## src/rtl/shift_reg_pkg.sv

```systemverilog
// Shared types and the next-state data function for the universal shift register.
// Register values travel through the function zero-extended to MAX_W bits.
package shift_reg_pkg;

  localparam int unsigned MAX_W = 32;

  typedef enum logic [2:0] {
    HOLD  = 3'd0,
    LOAD  = 3'd1,
    SHL   = 3'd2,
    SHR   = 3'd3,
    ROL   = 3'd4,
    ROR   = 3'd5,
    CLEAR = 3'd6,
    RSVD  = 3'd7
  } mode_e;

  // w is the live register width; bits at or above w are returned as zero.
  function automatic logic [MAX_W-1:0] next_data(
    input mode_e            mode,
    input logic [MAX_W-1:0] dout,
    input logic [MAX_W-1:0] din,
    input logic             sl,
    input logic             sr,
    input int unsigned      w
  );
    logic [MAX_W-1:0] mask;
    logic [MAX_W-1:0] msb_bit;
    logic [MAX_W-1:0] res;
    mask    = (w >= MAX_W) ? '1 : ((MAX_W'(1) << w) - MAX_W'(1));
    msb_bit = MAX_W'(1) << (w - 1);
    res     = dout;
    case (mode)
      LOAD:    res = din;
      SHL:     res = (dout << 1) | MAX_W'(sl);
      SHR:     res = (dout >> 1) | (sr ? msb_bit : '0);
      ROL:     res = (dout << 1) | MAX_W'(dout[w-1]);
      ROR:     res = (dout >> 1) | (dout[0] ? msb_bit : '0);
      CLEAR:   res = '0;
      default: res = dout;
    endcase
    return res & mask;
  endfunction

endpackage

```

## src/rtl/shift_frame_counter.sv

```systemverilog
// Mod-WIDTH shift counter; pulses wrap for one cycle each time WIDTH shifts complete.
// clr discards a partial count without producing a pulse.
module shift_frame_counter
  import shift_reg_pkg::*;
#(
  parameter int WIDTH = 4,
  parameter int CNT_W = $clog2(WIDTH + 1)
) (
  input  logic             clk,
  input  logic             reset,
  input  logic             en,
  input  logic             inc,
  input  logic             clr,
  output logic [CNT_W-1:0] count,
  output logic             wrap
);

  logic [CNT_W-1:0] count_q, count_d;
  logic             wrap_q, wrap_d;

  always_comb begin
    count_d = count_q;
    wrap_d  = 1'b0;
    if (en) begin
      if (clr) begin
        count_d = '0;
      end else if (inc) begin
        if (count_q == CNT_W'(WIDTH - 1)) begin
          count_d = '0;
          wrap_d  = 1'b1;
        end else begin
          count_d = count_q + CNT_W'(1);
        end
      end
    end
  end

  always_ff @(posedge clk) begin
    if (reset) begin
      count_q <= '0;
      wrap_q  <= 1'b0;
    end else begin
      count_q <= count_d;
      wrap_q  <= wrap_d;
    end
  end

  assign count = count_q;
  assign wrap  = wrap_q;

endmodule

```

## src/rtl/shift_reg_universal.sv

```systemverilog
// Universal WIDTH-bit shift register: hold, load, shift/rotate left/right, clear,
// with a frame counter that flags every WIDTH consecutive shift/rotate operations.
module shift_reg_universal
  import shift_reg_pkg::*;
#(
  parameter int WIDTH = 4,
  localparam int CNT_W = $clog2(WIDTH + 1)
) (
  input  logic             clk,
  input  logic             reset,
  input  logic             en,
  input  logic [2:0]       mode,
  input  logic             din_serie_l,
  input  logic             din_serie_r,
  input  logic [WIDTH-1:0] din,
  output logic [WIDTH-1:0] dout,
  output logic             sout_msb,
  output logic             sout_lsb,
  output logic [CNT_W-1:0] bit_count,
  output logic             frame_done
);

  mode_e            mode_sel;
  logic [WIDTH-1:0] dout_q, dout_d;
  logic [MAX_W-1:0] next_full;
  logic             cnt_inc;
  logic             cnt_clr;

  assign mode_sel = mode_e'(mode);

  always_comb begin
    next_full = next_data(mode_sel, MAX_W'(dout_q), MAX_W'(din),
                          din_serie_l, din_serie_r, WIDTH);
    dout_d    = dout_q;
    if (en) begin
      dout_d = next_full[WIDTH-1:0];
    end
  end

  // Bits above WIDTH are always zero coming out of next_data.
  if (WIDTH < MAX_W) begin : g_hi
    logic unused_hi;
    assign unused_hi = |next_full[MAX_W-1:WIDTH];
  end

  always_ff @(posedge clk) begin
    if (reset) begin
      dout_q <= '0;
    end else begin
      dout_q <= dout_d;
    end
  end

  always_comb begin
    cnt_inc = 1'b0;
    cnt_clr = 1'b0;
    case (mode_sel)
      SHL, SHR, ROL, ROR: cnt_inc = 1'b1;
      LOAD, CLEAR:        cnt_clr = 1'b1;
      default:            ;
    endcase
  end

  shift_frame_counter #(
    .WIDTH (WIDTH),
    .CNT_W (CNT_W)
  ) u_frame_counter (
    .clk   (clk),
    .reset (reset),
    .en    (en),
    .inc   (cnt_inc),
    .clr   (cnt_clr),
    .count (bit_count),
    .wrap  (frame_done)
  );

  assign dout     = dout_q;
  assign sout_msb = dout_q[WIDTH-1];
  assign sout_lsb = dout_q[0];

endmodule

```

## config.mk

```make
export PLATFORM = sky130hd
export DESIGN_NAME = shift_reg_universal
export DESIGN_NICKNAME = d
export VERILOG_FILES = /design/src/rtl/shift_reg_pkg.sv /design/src/rtl/shift_frame_counter.sv /design/src/rtl/shift_reg_universal.sv
export SDC_FILE = /design/constraint.sdc
export NUM_CORES = 1
export LEC_CHECK = 0
export ABC_AREA = 1
export BUFFER_PORTS_ARGS = -buffer_cell sky130_fd_sc_hd__buf_2
export CORE_AREA = 4 4 41 43
export DETAILED_ROUTE_END_ITERATION = 8
export DIE_AREA = 0 0 45 47
export PLACE_DENSITY = 0.74
export SLEW_MARGIN = 40
export SYNTH_ARGS = -nofsm -noshare
export SYNTH_HDL_FRONTEND = slang
export SYNTH_SLANG_ARGS = --single-unit
```

## constraint.sdc

```tcl
create_clock -name clk -period 2.5 [get_ports clk]
set_clock_uncertainty 0.1 [all_clocks]
set_input_delay 0.125 -clock clk [delete_from_list [all_inputs] [get_ports clk]]
set_output_delay 0.125 -clock clk [all_outputs]
set_load 0.02 [all_outputs]
```

==> flow_metrics.tcl <==
set metrics [dict create \
    fillCellCount 148 \
    gr-usage-all-layers_pct 15.53 \
    ir_worst_vdd_v 0.0003074 \
    ys_ff_latch 8 \
    drv_slew 0 \
    synthCells 100 \
    whs_endpoint "dout[3]" \
    io_buffers 21 \
    diodes 0 \
    ant_nets 0 \
    via_per_inst 4.809 \
    reg2reg_from "u_frame_counter.count[0]" \
    area_growth_pct 19.79 \
    finalHoldViolCount 0 \
    wl_met3_um 91 \
    initial_utilization_pct 46.63 \
    ys_types 22 \
    wl_met1_um 629 \
    gp_congestion 0.7429 \
    period_share_pct 48.38 \
    cp_slowest_cell "dfxtp_1" \
    fmax_mhz 826.8 \
    regToRegSetupSlack_ps 1290 \
    p_sw_share_pct 34.37 \
    grt_pass1_wl_um 2339 \
    cts_sinks 8 \
    dieArea_um2 2115 \
    crit_path_max_incr_delay_ps 380 \
    setup_ws_ps 1291 \
    fin_setup_tns_ps 0 \
    crit_path_start "u_frame_counter.count[0]" \
    worstRegToRegCells 8 \
    power_uw 347.7 \
    hp-start "reset" \
    synth_area_um2 606.8 \
    hold_slack_ps 47.99 \
    setup_viol 0 \
    die_h_um 47 \
    min_period_ps 1209 \
    drc 0 \
    seqPwrFrac_pct 41.4 \
    ios 22 \
    max_slew_margin_pct 84.02 \
    antenna_found_initial 0 \
    syn_nets 113 \
    drtIter0Drc 15 \
    grt_pass1_vias 571 \
    clock_path_buffers 2 \
    rsz0062_at_grt "no" \
    worst_ep_arrival_time_ps 1260 \
    critPathCaptureType "register" \
    cts_tree "built" \
    gr-total-overflow 0 \
    outcome "finished, final reports clean" \
    dp_hpwl_um 1116 \
    cts_resized 0 \
    leakagePower_nw 0.4317 \
    drive_above_1_share_pct 28.93 \
    dr_wl_met2_um 717 \
    final_common_cell "nand2_1" \
    power_density_nw_per_um2 478.3 \
    coreArea_um2 1301 \
    timing.rr.end "u_frame_counter.count[0]" \
    root_buffer "clkbuf_4" \
    startpoint_type "register" \
    wl_per_cell_um 10.63 \
    path_common_cell "nand2_1" \
    crit_required_ps 2550 \
    nets 136 \
    final_cell_mix "nand2_1, buf_2, inv_1" \
    avgSynthCellArea_um2 6.068 \
    cts_made_buffers 3 \
    post_cts_buffers 0 \
    combPwrFrac_pct 30.2 \
    grt_max_degree 12 \
    p_int_uw 228.2 \
    die_w_um 45 \
    max_cap_violations 0 \
    tightest_slew_ps 238.8 \
    hp-class "in -> reg" \
    whs_path_depth 4 \
    critPathKind "reg -> reg" \
    routed-via-count 654 \
    crit_chain "ha_1, inv_1, nor2_1, nor2_1, nand2_1, nand2_1, nand2_1, nor2_2" \
    row_count 13 \
    ys_seq_area_share_pct 26.39 \
    clk_pin_slew_ps 50 \
    wl_um 1446 \
    dpl_worst_slack_ps 1317 \
    htree_levels 1 \
    critPathMaxFanout 4 \
    routed.top_layer "met4" \
    ys_warn_count 0 \
    pwr-share-clk_pct 28.4 \
    firstDrtPassIters 4 \
    clkLatencyLatePin_ps 250 \
    postCtsHoldBufs 0 \
    switching_power_uw 119.5 \
]
[per-layer routing]
layer | vias to the layer above | global-route usage [%]
met3 | 2 | 5.747
met2 | 17 | 27.12
met4 | 0 | 3.509
met1 | 280 | 18.12
li1 | 355 | -
met5 | - | 0
[state kept, by name (all words and copies together) (netlist names)]
register / flops
u_frame_counter.count: 3
u_frame_counter.wrap: 1
dout: 4
[area by class of cell]
class	instances	area (um2)	share of cell area, %
clock buffer	3	22.52	3.098
inverter	21	81.33	11.19
multi-input combinational	68	339.1	46.64
sequential	8	160.2	22.03
tap	15	18.77	2.582
timing repair buffer	21	105.1	14.46
[how the worst max path moves through the flow]
stage	end	slack, ps	cells after the start
6_report	u_frame_counter.count[0]	1290	8
5_1_grt	u_frame_counter.count[0]	1170	8
4_1_cts	u_frame_counter.count[0]	1290	8
3_5_place_dp	u_frame_counter.count[1]	1320	8
3_3_place_gp	dout[3]	1360	8
2_1_floorplan	u_frame_counter.count[0]	1250	8
[cells by family after synthesis]
family / Yosys count / share of synthesized area (%)
AOI/OAI and AO/OA: 10 / 10.93
adders and majority gates: 1 / 2.062
buffers and inverters: 24 / 17.73
DFF: 8 / 26.39
and+or+nand+nor: 57 / 42.89
[Yosys cell counts]
cell type / number / area share (%)
nor2_1: 12 / 7.4
o21ai_1: 1 / 0.82
nor2_2: 2 / 2.1
nand4_1: 4 / 4.1
a21oi_1: 4 / 3.3
a21oi_2: 1 / 1.4
buf_6: 1 / 1.9
inv_4: 1 / 1.0
ha_1: 1 / 2.1
dfxtp_1: 8 / 26
nand3_1: 7 / 5.8
inv_2: 2 / 1.2
buf_4: 2 / 2.5
o21ai_0: 1 / 0.82
inv_1: 18 / 11
nand2_1: 28 / 17
nand2_4: 1 / 1.9
o211ai_2: 1 / 2.1
nand2_2: 1 / 1.0
o211ai_1: 1 / 1.2
nand3_2: 2 / 3.3
o21bai_1: 1 / 1.2
[metrics by stage]
stage / utilization [%] / instance area, um2 / cells
final: 55.87 / 726.9 / 136
after floorplan: - / 606.8 / 100
after CTS: 55.87 / 726.9 / 136
after detailed placement: 54.13 / 704.4 / 133
after global placement: 54.13 / 704.4 / 133
after global routing: 55.87 / 726.9 / 136
[power groups by stage]
stage	Combinational (mW)	Clock, mW	Sequential [mW]
after floorplan	0.0656	0	0.156
after global placement	0.103	0	0.146
after detailed placement	0.104	0	0.147
after CTS	0.106	0.106	0.144
after global routing	0.119	0.109	0.145
final	0.105	0.0988	0.144
[critical path, delay by kind of cell (launching register included)]
kind / cells / cell delay (ps)
buffers and inverters: 1 / 40
adders and majority gates: 1 / 190
and+or+nand+nor: 6 / 390
DFF: 1 / 380
Power figures use the tool's default switching activity.
